[src/rtl/cp0_fwd_pipe.sv]
// CP0 write-forwarding pipeline: tracks in-flight CP0 writes across DEPTH stages,
// merges pending masked writes over the architectural value, and exposes retiring writes.
module cp0_fwd_pipe #(
    parameter int ISSUE_W = 2,
    parameter int DEPTH   = 3,
    parameter int ADDR_W  = 8,
    parameter int DATA_W  = 32,
    parameter int NRD     = 1,
    localparam int CNT_W  = $clog2(ISSUE_W*DEPTH+1)
) (
    input  logic                      clk,
    input  logic                      resetn,
    input  logic                      stall,
    input  logic                      flush,
    input  logic [ISSUE_W-1:0]        in_valid,
    input  logic [ISSUE_W*ADDR_W-1:0] in_wa,
    input  logic [ISSUE_W*DATA_W-1:0] in_data,
    input  logic [ISSUE_W*DATA_W-1:0] in_mask,
    input  logic [NRD*ADDR_W-1:0]     rd_addr,
    input  logic [NRD*DATA_W-1:0]     rd_base,
    output logic [NRD*DATA_W-1:0]     rd_data,
    output logic [NRD-1:0]            rd_hit,
    output logic [ISSUE_W-1:0]        ret_valid,
    output logic [ISSUE_W*ADDR_W-1:0] ret_wa,
    output logic [ISSUE_W*DATA_W-1:0] ret_data,
    output logic [ISSUE_W*DATA_W-1:0] ret_mask,
    output logic [CNT_W-1:0]          pend_cnt
);

    // Stage 0 is the youngest; stage DEPTH-1 is the retire stage.
    logic [DEPTH-1:0][ISSUE_W-1:0]             v_q;
    logic [DEPTH-1:0][ISSUE_W-1:0][ADDR_W-1:0] wa_q;
    logic [DEPTH-1:0][ISSUE_W-1:0][DATA_W-1:0] data_q;
    logic [DEPTH-1:0][ISSUE_W-1:0][DATA_W-1:0] mask_q;

    logic             advance;
    logic [CNT_W-1:0] pend_nxt;

    function automatic logic [DATA_W-1:0] merge_bits(
        input logic [DATA_W-1:0] base,
        input logic [DATA_W-1:0] data,
        input logic [DATA_W-1:0] mask
    );
        return (base & ~mask) | (data & mask);
    endfunction

    function automatic logic [CNT_W-1:0] popcnt(input logic [ISSUE_W-1:0] v);
        logic [CNT_W-1:0] n;
        n = '0;
        for (int l = 0; l < ISSUE_W; l++) begin
            n = n + CNT_W'(v[l]);
        end
        return n;
    endfunction

    assign advance = !stall && !flush;

    // Entries still present after the next advance: new lanes plus all but the retire stage.
    always_comb begin
        pend_nxt = popcnt(in_valid);
        for (int s = 0; s < DEPTH-1; s++) begin
            pend_nxt = pend_nxt + popcnt(v_q[s]);
        end
    end

    always_ff @(posedge clk or negedge resetn) begin
        if (!resetn) begin
            v_q      <= '0;
            pend_cnt <= '0;
        end else if (flush) begin
            v_q      <= '0;
            pend_cnt <= '0;
        end else if (!stall) begin
            for (int s = DEPTH-1; s > 0; s--) begin
                v_q[s] <= v_q[s-1];
            end
            v_q[0]   <= in_valid;
            pend_cnt <= pend_nxt;
        end
    end

    // Payload carries no reset; it is only meaningful where v_q is set.
    always_ff @(posedge clk) begin
        if (advance) begin
            for (int s = DEPTH-1; s > 0; s--) begin
                wa_q[s]   <= wa_q[s-1];
                data_q[s] <= data_q[s-1];
                mask_q[s] <= mask_q[s-1];
            end
            wa_q[0]   <= in_wa;
            data_q[0] <= in_data;
            mask_q[0] <= in_mask;
        end
    end

    assign ret_valid = v_q[DEPTH-1] & {ISSUE_W{~stall}};
    assign ret_wa    = wa_q[DEPTH-1];
    assign ret_data  = data_q[DEPTH-1];
    assign ret_mask  = mask_q[DEPTH-1];

    // Oldest-to-youngest walk so later (younger) writes override earlier bits.
    always_comb begin
        logic [DATA_W-1:0] val;
        logic              hit;
        rd_data = '0;
        rd_hit  = '0;
        for (int p = 0; p < NRD; p++) begin
            val = rd_base[p*DATA_W +: DATA_W];
            hit = 1'b0;
            for (int s = DEPTH-1; s >= 0; s--) begin
                for (int l = 0; l < ISSUE_W; l++) begin
                    if (v_q[s][l] && (wa_q[s][l] == rd_addr[p*ADDR_W +: ADDR_W])) begin
                        val = merge_bits(val, data_q[s][l], mask_q[s][l]);
                        hit = 1'b1;
                    end
                end
            end
            rd_data[p*DATA_W +: DATA_W] = val;
            rd_hit[p]                   = hit;
        end
    end

endmodule

[config.mk]
export PLATFORM = sky130hd
export DESIGN_NAME = cp0_fwd_pipe
export DESIGN_NICKNAME = d
export VERILOG_FILES = /design/src/rtl/cp0_fwd_pipe.sv
export SDC_FILE = /design/constraint.sdc
export NUM_CORES = 1
export LEC_CHECK = 0
export ABC_CLOCK_PERIOD_IN_PS = 6200
export CAP_MARGIN = 20
export CELL_PAD_IN_SITES_DETAIL_PLACEMENT = 0
export CELL_PAD_IN_SITES_GLOBAL_PLACEMENT = 1
export CORE_MARGIN = 1
export CORE_UTILIZATION = 47
export CTS_BUF_LIST = sky130_fd_sc_hd__clkbuf_2
export CTS_CLUSTER_SIZE = 14
export DETAILED_ROUTE_END_ITERATION = 8
export GPL_TIMING_DRIVEN = 0
export PLACE_DENSITY_LB_ADDON = 0.1
export SLEW_MARGIN = 20
export SYNTH_ARGS = -nofsm -noshare
export SYNTH_HDL_FRONTEND = slang
export SYNTH_SLANG_ARGS = --single-unit
export TNS_END_PERCENT = 30
[constraint.sdc]
create_clock -name clk -period 6.2 [get_ports clk]
set_clock_uncertainty 0.2 [all_clocks]
set_input_delay 0.93 -clock clk [delete_from_list [all_inputs] [get_ports clk]]
set_output_delay 0.93 -clock clk [all_outputs]
set_load 0.005 [all_outputs]
# --- After elaboration in Yosys (flattened, before gate mapping) ---
# Cells that the tools add are included.
totals:
  reg_bits: 441
  latchBits: 0
  ramBits: 0
  rom_bits: 0
  input_bits: 190
  out_inout_bits: 182
  word_cells: 85
  memories: 0
classes:
  addsub: 5
  multipliers: 0
  n_div: 0
  magnitude_cmp: 0
  n_eq_ne: 7
  n_shift: 0
  muxes: 16
  bitwise_logic: 26
  reduce_logical: 9
op_table:
  columns: ["op", "count"]
  rows:
  - ["$and A32 B32 Y32", 12]
  - ["$mux W32", 6]
  - ["$not A32 Y32", 6]
  - ["$or A32 B32 Y32", 6]
  - ["$eq A8 B8 Y1", 6]
  - ["$mux W6", 2]
  - ["$logic_and A1 B1 Y1", 7]
  - ["$add A1 B1 Y2", 3]
  - ["$mux W1", 6]
  - ["$mux W3", 2]
  - ["$add A2 B2 Y3", 1]
  - ["$add A3 B2 Y3", 1]
  - ["$and A2 B2 Y2", 1]
  - ["$logic_not A1 Y1", 2]
  - ["$ne A2 B1 Y1 const B", 1]
  - ["$not A1 Y1", 1]

# --- Longest topological paths before layout ---
# Gate-level depths: netlist of run 1.
logic_depth:
  ltp_word: 19
  depth_mapped: 10
  depth_no_buf: 8

# --- Least setup slack after synthesis of run 1 ---
# Ideal clock, no wire load.
synth_timing:
  kind: "input to register"
  start: "input stall"
  end: "register data_q[0] in the netlist's numbering (enable)"
  setup_time_ns: 1.239
  t_arrival_ns: 19.147
  required_time_ns: 4.761
  path_slack_ns: -14.386
  path_stages: 2
  path_buffers: 1
  cell_sequence: "buf_1 > nor2_1"
synth_between:
  elab_chain_cells: 2
synth_lines:
  columns: ["element", "line_no", "text"]
  rows:
  - ["start: declaration", "13", "input logic stall,"]
  - ["$logic_not A1 Y1", null, null]
  - ["$logic_and A1 B1 Y1", "56", "assign advance = !stall && !flush;"]
  - ["named net advance", "36", "logic advance;"]
  - ["end signal: indexed assignment", "87", "data_q[s] <= data_q[s-1];"]
  - ["end: declaration", "33", "logic [DEPTH-1:0][ISSUE_W-1:0][DATA_W-1:0] data_q;"]
# The timed path passes the listed nets, and every way through them passes these cells.
# A chain may end at the register's enable or synchronous reset.

# --- Worst setup path after layout of run 1 ---
layout_timing:
  start: "register wa_q, in the netlist ret_wa[13]"
  end: "output rd_data[22]"
layout_between:
  elab_chain_cells: 15
layout_lines:
  columns: ["element", "line_no", "text"]
  rows:
  - ["start: declaration", "32", "logic [DEPTH-1:0][ISSUE_W-1:0][ADDR_W-1:0] wa_q;"]
  - ["start signal: indexed assignment", "86", "wa_q[s] <= wa_q[s-1];"]
  - ["$eq A8 B8 Y1 *", "112", "if (v_q[s][l] && (wa_q[s][l] == rd_addr[p*ADDR_W +: ADDR_W])) begin"]
  - ["$logic_and A1 B1 Y1 *", "112", null]
  - ["$mux W32 *", "112", null]
  - ["$and A32 B32 Y32", "44", "return (base & ~mask) | (data & mask);"]
  - ["$or A32 B32 Y32", "44", null]
  - ["$mux W32 *", "112", null]
  - ["$and A32 B32 Y32", "44", null]
  - ["$or A32 B32 Y32", "44", null]
  - ["$mux W32 *", "112", null]
  - ["$and A32 B32 Y32", "44", null]
  - ["$or A32 B32 Y32", "44", null]
  - ["$mux W32 *", "112", null]
  - ["$and A32 B32 Y32", "44", null]
  - ["$or A32 B32 Y32", "44", null]
  - ["$mux W32 *", "112", null]
  - ["end: declaration", "21", "output logic [NRD*DATA_W-1:0] rd_data,"]
# Mark *: on every way between the ends. The rest lies on a longest branch, timed or not.

==> impl_metrics.prom, run 1 <==
# TYPE chip_impl_metric gauge
chip_impl_metric{name="layout-drive-gt1-share",unit=""} 0.209
chip_impl_metric{name="core_area",unit="um2"} 38900
chip_impl_metric{name="final_core_util",unit=""} 0.629
chip_impl_metric{name="die_area",unit="um2"} 40600
chip_impl_metric{name="grt_usage",unit=""} 0.243
chip_impl_info{name="worstHoldPathType",value="flip-flop to flip-flop"} 1
chip_impl_info{name="rsz0062_at_grt",value="no"} 1
chip_impl_metric{name="timing.setup.tns",unit="ns"} 0
chip_impl_info{name="start_kind",value="flip-flop"} 1
chip_impl_info{name="critical_path.cell_chain",value="xnor2_1 > nand4_1 > nor3_2 > buf_2 > nand2_1 > and3_1 > o221a_1 > o21ai_1 > clkdlybuf4s50_1"} 1
chip_impl_metric{name="post_cts.repair.setup_buffers",unit=""} 0
chip_impl_metric{name="timing_hold_violations_final",unit=""} 0
chip_impl_metric{name="netlist-cell-type-count",unit=""} 49
chip_impl_metric{name="syn_avg_cell_area",unit="um2"} 14.6
chip_impl_metric{name="grt_ovf",unit=""} 0
chip_impl_info{name="cp_slowest_cell",value="nor3_2"} 1
chip_impl_metric{name="grt_max_degree",unit=""} 30
chip_impl_metric{name="worst-endpoint-required",unit="ns"} 5.07
chip_impl_metric{name="detail_route.drc_violations",unit=""} 0
chip_impl_metric{name="relSlewSlack",unit=""} 0.402
chip_impl_metric{name="max-clock-path-buffers",unit=""} 3
chip_impl_metric{name="vias_per_cell",unit=""} 5.23
chip_impl_metric{name="grt_pass1_vias",unit=""} 12700
chip_impl_metric{name="clkTransAtPathRegs",unit="ns"} 0.10
chip_impl_metric{name="clock_power_share",unit=""} 0.329
chip_impl_metric{name="ir_worst_vdd",unit="uV"} 131
chip_impl_info{name="worstSetupPathType",value="flip-flop to output pin"} 1
chip_impl_metric{name="synth_edf_count",unit=""} 432
chip_impl_metric{name="gp_routability_congestion",unit=""} 0.873
chip_impl_metric{name="die_outline_height",unit="um"} 201
chip_impl_metric{name="syn-cell-area",unit="um2"} 18700
chip_impl_metric{name="first_pass_detailed_route_iteration_total",unit=""} 5
chip_impl_metric{name="initialDrtViolationCount",unit=""} 803
chip_impl_metric{name="power.internal",unit="mW"} 4.48
chip_impl_metric{name="std_cell_rows",unit=""} 72
chip_impl_info{name="status",value="finished clean"} 1
chip_impl_metric{name="total_switching_power",unit="mW"} 1.40
chip_impl_metric{name="portBuffers",unit=""} 362
chip_impl_metric{name="initial_utilization",unit=""} 0.481
chip_impl_metric{name="number_of_max_cap_violations",unit=""} 0
chip_impl_metric{name="dieWidth",unit="um"} 201
chip_impl_metric{name="area_growth",unit="%"} 30.9
chip_impl_metric{name="power_switching_share",unit=""} 0.238
chip_impl_metric{name="via_count_of_the_routed_design",unit=""} 12500
chip_impl_metric{name="cts_sinks",unit=""} 441
chip_impl_metric{name="numCtsBuffers",unit=""} 111
chip_impl_metric{name="clock_tree.htree_level_count",unit=""} 3
chip_impl_info{name="kind_of_capture_point_of_the_worst_setup_path",value="output pin"} 1
chip_impl_metric{name="share_of_total_power_in_combinational_logic",unit=""} 0.077
chip_impl_metric{name="wirelength",unit="um"} 49300
chip_impl_metric{name="wl_per_cell",unit="um"} 20.7
chip_impl_metric{name="critical_path_buf_inv_count",unit=""} 2
chip_impl_metric{name="synth-seq-cells",unit=""} 441
chip_impl_metric{name="p_per_area",unit="nW/um2"} 240
chip_impl_metric{name="finalCritPeriodShare",unit=""} 0.915
chip_impl_metric{name="insertion_delay",unit="ns"} 1.02
chip_impl_metric{name="io_pins",unit=""} 372
chip_impl_metric{name="worst-slew-pin-transition",unit="ns"} 0.897
chip_impl_metric{name="worst-path-max-fanout",unit=""} 10
chip_impl_metric{name="critPathArrivalTime",unit="ns"} 4.55
chip_impl_metric{name="leakage",unit="nW"} 9.08
chip_impl_metric{name="finalSetupViolations",unit=""} 0
chip_impl_metric{name="synthCells",unit=""} 1284
chip_impl_metric{name="finish.instance_area",unit="um2"} 24500
chip_impl_metric{name="post_dp_cell_area",unit="um2"} 23500
chip_impl_metric{name="worst_hold_check_slack",unit="ns"} 0.221
chip_impl_metric{name="detailed_place_hpwl",unit="um"} 35100
chip_impl_metric{name="synth_net_count",unit=""} 1478
chip_impl_metric{name="placed_cells_incl_taps",unit=""} 2183
chip_impl_metric{name="seqPwrFrac",unit=""} 0.594
chip_impl_metric{name="finish.net_count",unit=""} 1974
chip_impl_metric{name="cpPeakStageDelay",unit="ns"} 0.80
chip_impl_info{name="clock-root-buffer",value="clkbuf_2"} 1
chip_impl_metric{name="slew_viol_final",unit=""} 0
chip_impl_metric{name="seq_area_frac_synth",unit=""} 0.706
chip_impl_info{name="gate_family_responsible_for_the_most_delay_along_the_worst_path",value="simple AND/OR/NAND/NOR gates"} 1
chip_impl_metric{name="post_cts.resized_instances",unit=""} 0
chip_impl_metric{name="synth-async-reset-ratio",unit=""} 0.0204
chip_impl_metric{name="final_antenna_net_count",unit=""} 0
chip_impl_info{name="synthFlopType",value="edfxtp_1"} 1
chip_impl_metric{name="min_period",unit="ns"} 5.68
chip_impl_metric{name="fmaxAchievable",unit="GHz"} 0.176
chip_impl_metric{name="initial_antenna_violation_count",unit=""} 8
chip_impl_metric{name="yosys_warnings",unit=""} 0
chip_impl_info{name="cts_tree",value="done"} 1
chip_impl_metric{name="grt_pass1_wl",unit="um"} 72900
chip_impl_metric{name="final_cell_count_no_fill",unit=""} 2381
timing repair:
action / CTS / global route
hold buffers: 2 / 0
setup endpoints to repair: 0 / 0
hold endpoints to repair: 18 / 0
cell families after synthesis:
| kind of cell | count (synthesis) | synth area share |
|---|---|---|
| buf+inv | 261 | 0.0850 |
| xor+xnor | 48 | 0.0225 |
| fa+ha+maj | 4 | 0.00388 |
| mux | 27 | 0.0145 |
| flops | 441 | 0.706 |
| compound gates | 193 | 0.0850 |
| simple gates | 310 | 0.0834 |
state kept, by name, indices dropped and copies added (netlist names):
name / flops
ret_data: 64
ret_wa: 16
v_q: 6
ret_mask: 64
mask_q: 128
data_q: 128
pend_cnt: 3
wa_q: 32
Yosys cell counts, types with 12 or more instances:
master | number | area (um2)
o21ai_0 | 32 | 160
a211oi_1 | 12 | 90.1
o21ai_1 | 20 | 100
xnor2_1 | 37 | 324
clkbuf_1 | 16 | 60.1
and3_1 | 36 | 225
a32oi_1 | 12 | 105
nand4_1 | 24 | 150
mux2i_1 | 26 | 260
nor2_1 | 35 | 131
nor4_1 | 14 | 87.6
a41oi_1 | 33 | 289
inv_1 | 67 | 251
buf_4 | 151 | 1130
nand2_1 | 134 | 503
nand3_1 | 25 | 125
buf_2 | 23 | 115
a32o_1 | 17 | 170
edfxtp_1 | 432 | 13000
area by class of cell:
| type | instances | area [um2] |
|---|---|---|
| fillers | 3140 | 14400 |
| plain buffers | 194 | 1370 |
| clock inverters | 28 | 166 |
| diodes | 4 | 10.0 |
| multi-input cells | 582 | 3930 |
| repair buffers | 383 | 4080 |
| flip-flops and latches | 441 | 13200 |
| clock buffers | 164 | 821 |
| inverters | 67 | 251 |
| well taps | 518 | 648 |
worst reg2reg max path: stages (launching register included):
cell     delay (ns)
dfrtp_1        0.46
fa_1           0.50
inv_1          0.05
fa_1           0.47
inv_1          0.04
ha_1           0.19
fa_1           0.47
mux2i_1        0.13
nor2_1         0.05
metal layers:
| layer | wire length, um | vias to the layer above | share of wire | global-route usage |
|---|---|---|---|---|
| li1 | - | 5790 | - | - |
| met1 | 19300 | 6050 | 0.39 | 0.300 |
| met2 | 24100 | 509 | 0.49 | 0.394 |
| met3 | 4350 | 104 | 0.088 | 0.0811 |
| met5 | 60 | - | 0.0012 | 0 |
| met4 | 1480 | 8 | 0.030 | 0.0988 |
power by group through the flow:
stage,registers [mW],logic [mW],clock network (mW)
floorplan,3.56,0.173,0
global placement,3.59,0.414,0
detailed placement,3.56,0.452,0
CTS,3.49,0.456,2.01
global route,3.51,0.483,2.15
finish,3.49,0.452,1.93
per-stage QoR:
stage	setup WS, ns	total power, mW
3_5_place_dp	0.830	4.01
3_3_place_gp	-4.86	4.01
2_1_floorplan	-1.86	3.74
4_1_cts	0.387	5.96
5_1_grt	0.244	6.14
6_report	0.524	5.87
layout by cell type (no fill, tap or decap), types with 17 or more instances in the layout:
cell type	n
nand4_1	24
buf_4	152
nand3_1	25
nor2_1	34
xnor2_1	37
mux2i_1	26
buf_2	23
clkdlybuf4s50_1	362
and3_1	36
clkinv_1	17
a32o_1	17
a41oi_1	33
o21ai_0	32
edfxtp_1	432
clkbuf_2	164
o21ai_1	20
nand2_1	134
inv_1	67
worst paths after layout:
path,startpoint,end,slack (ns),depth (start not counted)
min reg2reg,data_q[117],ret_data[53],0.22,0
max,ret_wa[13],rd_data[22],0.52,9
min,data_q[117],ret_data[53],0.22,0
max reg2reg,v_q[1],pend_cnt[1],3.54,8
min in group asynchronous,resetn,v_q[1],0.52,2
max in group asynchronous,resetn,pend_cnt[1],4.96,2
No activity file was read; power rests on OpenSTA's default activity.
==> inputs of run 2 (changes only) <==
--- a/config.mk
+++ b/config.mk
@@ -16,6 +16,7 @@
 export DETAILED_ROUTE_END_ITERATION = 8
 export GPL_TIMING_DRIVEN = 0
 export PLACE_DENSITY_LB_ADDON = 0.1
+export SETUP_SLACK_MARGIN = 0.1
 export SLEW_MARGIN = 20
 export SYNTH_ARGS = -nofsm -noshare
 export SYNTH_HDL_FRONTEND = slang
==> results of run 2 <==
The final DEF is identical to that of run 1; final timing and power are the same.
==> inputs of run 3 (changes only) <==
--- a/config.mk
+++ b/config.mk
@@ -6,7 +6,6 @@
 export NUM_CORES = 1
 export LEC_CHECK = 0
 export ABC_CLOCK_PERIOD_IN_PS = 6200
-export CAP_MARGIN = 20
 export CELL_PAD_IN_SITES_DETAIL_PLACEMENT = 0
 export CELL_PAD_IN_SITES_GLOBAL_PLACEMENT = 1
 export CORE_MARGIN = 1
==> impl_metrics.prom, run 3 (same netlist as run 1, synthesis figures left out) <==
# TYPE chip_impl_metric gauge
chip_impl_metric{name="final_core_util",unit=""} 0.629
chip_impl_metric{name="detailed_place_hpwl",unit="um"} 35100
chip_impl_metric{name="hold_buffers",unit=""} 2
chip_impl_metric{name="initial_utilization",unit=""} 0.481
chip_impl_metric{name="initial_antenna_violation_count",unit=""} 13
chip_impl_metric{name="fmaxAchievable",unit="GHz"} 0.176
chip_impl_metric{name="gp_routability_congestion",unit=""} 0.873
chip_impl_info{name="status",value="finished clean"} 1
chip_impl_metric{name="clock_tree.htree_level_count",unit=""} 3
chip_impl_metric{name="max-clock-path-buffers",unit=""} 3
chip_impl_metric{name="wl_per_cell",unit="um"} 20.6
chip_impl_metric{name="grt_pass1_wl",unit="um"} 72500
chip_impl_metric{name="finalSetupViolations",unit=""} 0
chip_impl_metric{name="worst-endpoint-required",unit="ns"} 5.07
chip_impl_metric{name="timing.setup.tns",unit="ns"} 0
chip_impl_metric{name="wirelength",unit="um"} 49000
chip_impl_info{name="kind_of_capture_point_of_the_worst_setup_path",value="output pin"} 1
chip_impl_metric{name="numCtsBuffers",unit=""} 110
chip_impl_metric{name="critPathArrivalTime",unit="ns"} 4.55
chip_impl_metric{name="grt_ovf",unit=""} 0
chip_impl_metric{name="p_per_area",unit="nW/um2"} 239
chip_impl_info{name="worstSetupPathType",value="flip-flop to output pin"} 1
chip_impl_metric{name="finalCritPeriodShare",unit=""} 0.916
chip_impl_metric{name="via_count_of_the_routed_design",unit=""} 12400
chip_impl_metric{name="detail_route.drc_violations",unit=""} 0
chip_impl_metric{name="grt_max_degree",unit=""} 30
chip_impl_metric{name="filler_cell_count",unit=""} 3129
chip_impl_metric{name="dieWidth",unit="um"} 201
chip_impl_metric{name="post_cts.resized_instances",unit=""} 0
chip_impl_info{name="biggestRegsByFlops",value="data_q: 128 flops, mask_q: 128 flops"} 1
chip_impl_info{name="rsz0062_at_grt",value="no"} 1
chip_impl_metric{name="io_pins",unit=""} 372
chip_impl_metric{name="first_pass_detailed_route_iteration_total",unit=""} 5
chip_impl_metric{name="initialDrtViolationCount",unit=""} 807
chip_impl_info{name="clock-root-buffer",value="clkbuf_2"} 1
chip_impl_metric{name="area_growth",unit="%"} 30.9
chip_impl_metric{name="slew_viol_final",unit=""} 0
chip_impl_metric{name="relSlewSlack",unit=""} 0.402
chip_impl_metric{name="min_period",unit="ns"} 5.68
chip_impl_metric{name="cts_sinks",unit=""} 441
chip_impl_metric{name="timing_hold_violations_final",unit=""} 0
chip_impl_metric{name="worst-slew-pin-transition",unit="ns"} 0.897
chip_impl_metric{name="die_outline_height",unit="um"} 201
chip_impl_info{name="cts_tree",value="done"} 1
chip_impl_metric{name="clkTransAtPathRegs",unit="ns"} 0.11
chip_impl_metric{name="grt_usage",unit=""} 0.243
chip_impl_metric{name="layout-drive-gt1-share",unit=""} 0.208
chip_impl_metric{name="vias_per_cell",unit=""} 5.20
chip_impl_metric{name="core_area",unit="um2"} 38900
chip_impl_metric{name="multi_input_comb_area",unit="um2"} 3930
chip_impl_metric{name="post_cts.repair.setup_buffers",unit=""} 0
chip_impl_metric{name="finish.net_count",unit=""} 1973
chip_impl_metric{name="final_antenna_net_count",unit=""} 0
chip_impl_info{name="most-common-layout-cells",value="edfxtp_1 (432), clkdlybuf4s50_1 (362), clkbuf_2 (162), buf_4 (152), nand2_1 (134)"} 1
chip_impl_metric{name="area.sequential",unit="um2"} 13200
chip_impl_metric{name="worst_hold_check_slack",unit="ns"} 0.231
chip_impl_info{name="start_kind",value="flip-flop"} 1
chip_impl_metric{name="ir_worst_vdd",unit="uV"} 142
chip_impl_metric{name="grt_pass1_vias",unit=""} 12800
chip_impl_metric{name="insertion_delay",unit="ns"} 1.04
chip_impl_info{name="layout.cells.most_common",value="edfxtp_1"} 1
chip_impl_metric{name="number_of_max_cap_violations",unit=""} 0
chip_impl_metric{name="die_area",unit="um2"} 40600
chip_impl_metric{name="worst-path-max-fanout",unit=""} 10
chip_impl_metric{name="leakage",unit="nW"} 9.06
chip_impl_metric{name="portBuffers",unit=""} 362
chip_impl_metric{name="std_cell_rows",unit=""} 72
chip_impl_info{name="worstHoldPathType",value="input pin to flip-flop"} 1
## run 3: cell types whose count changed in the layout (fill, tap and decap cells not counted), sizes merged
cell / delta
clkbuf: -2
clkinv: -1
clkinvlp: +1
diode: +8
inv: -2
## run 3: stage by stage
| stage | setup WS (ns) | area [um2] | instances | total power, mW |
|---|---|---|---|---|
| 2_1_floorplan | -1.86 | 18700 | 1284 | 3.74 |
| 3_3_place_gp | -4.86 | 23000 | 2164 | 4.01 |
| 3_5_place_dp | 0.850 | 23500 | 2183 | 4.01 |
| 4_1_cts | 0.384 | 24400 | 2373 | 5.92 |
| 5_1_grt | 0.200 | 24500 | 2383 | 6.12 |
| 6_report | 0.522 | 24500 | 2385 | 5.85 |
## run 3: worst paths after layout
check / cells past startpoint / slack [ns] / endpoint / from
worst min-delay path: 1 / 0.23 / mask_q[59] / in_mask[59]
worst max-delay path: 9 / 0.52 / rd_data[26] / ret_wa[13]
worst max register to register: 8 / 3.58 / pend_cnt[1] / v_q[1]
worst min register to register: 0 / 0.24 / ret_data[35] / data_q[99]
min in group asynchronous: 2 / 0.53 / v_q[0] / resetn
max in group asynchronous: 2 / 4.97 / v_q[5] / resetn
## run 3: routing by layer
layer	GRT usage	vias up	wire [um]
li1	-	5804	-
met1	0.295	5999	19400
met2	0.392	497	23900
met3	0.0857	96	4320
met4	0.104	8	1410
met5	0	-	59
## run 3: area by class of cell
cell class / instances / share of cell area
multi-input combinational: 582 / 0.161
antenna: 12 / 0.00123
sequential: 441 / 0.539
clock inverter: 26 / 0.00659
inverter: 67 / 0.0103
buffer: 194 / 0.0559
tap: 518 / 0.0265
clock buffer: 162 / 0.0331
timing repair buffer: 383 / 0.167
## run 3: power breakdown
group	internal (mW)	leakage (nW)	switching, mW
Combinational	0.271	4.14	0.181
Sequential	3.42	4.18	0.0719
Clock	0.774	0.748	1.14
Total	4.46	9.06	1.39
## run 3: worst max-delay path, stage by stage, from the launching register on
cell             delay (ns)
edfxtp_1               0.42
xnor2_1                0.29
nand4_1                0.39
nor3_2                 0.72
buf_2                  0.44
nand2_1                0.11
and3_1                 0.18
o221a_1                0.23
o21ai_1                0.16
clkdlybuf4s50_1        0.57
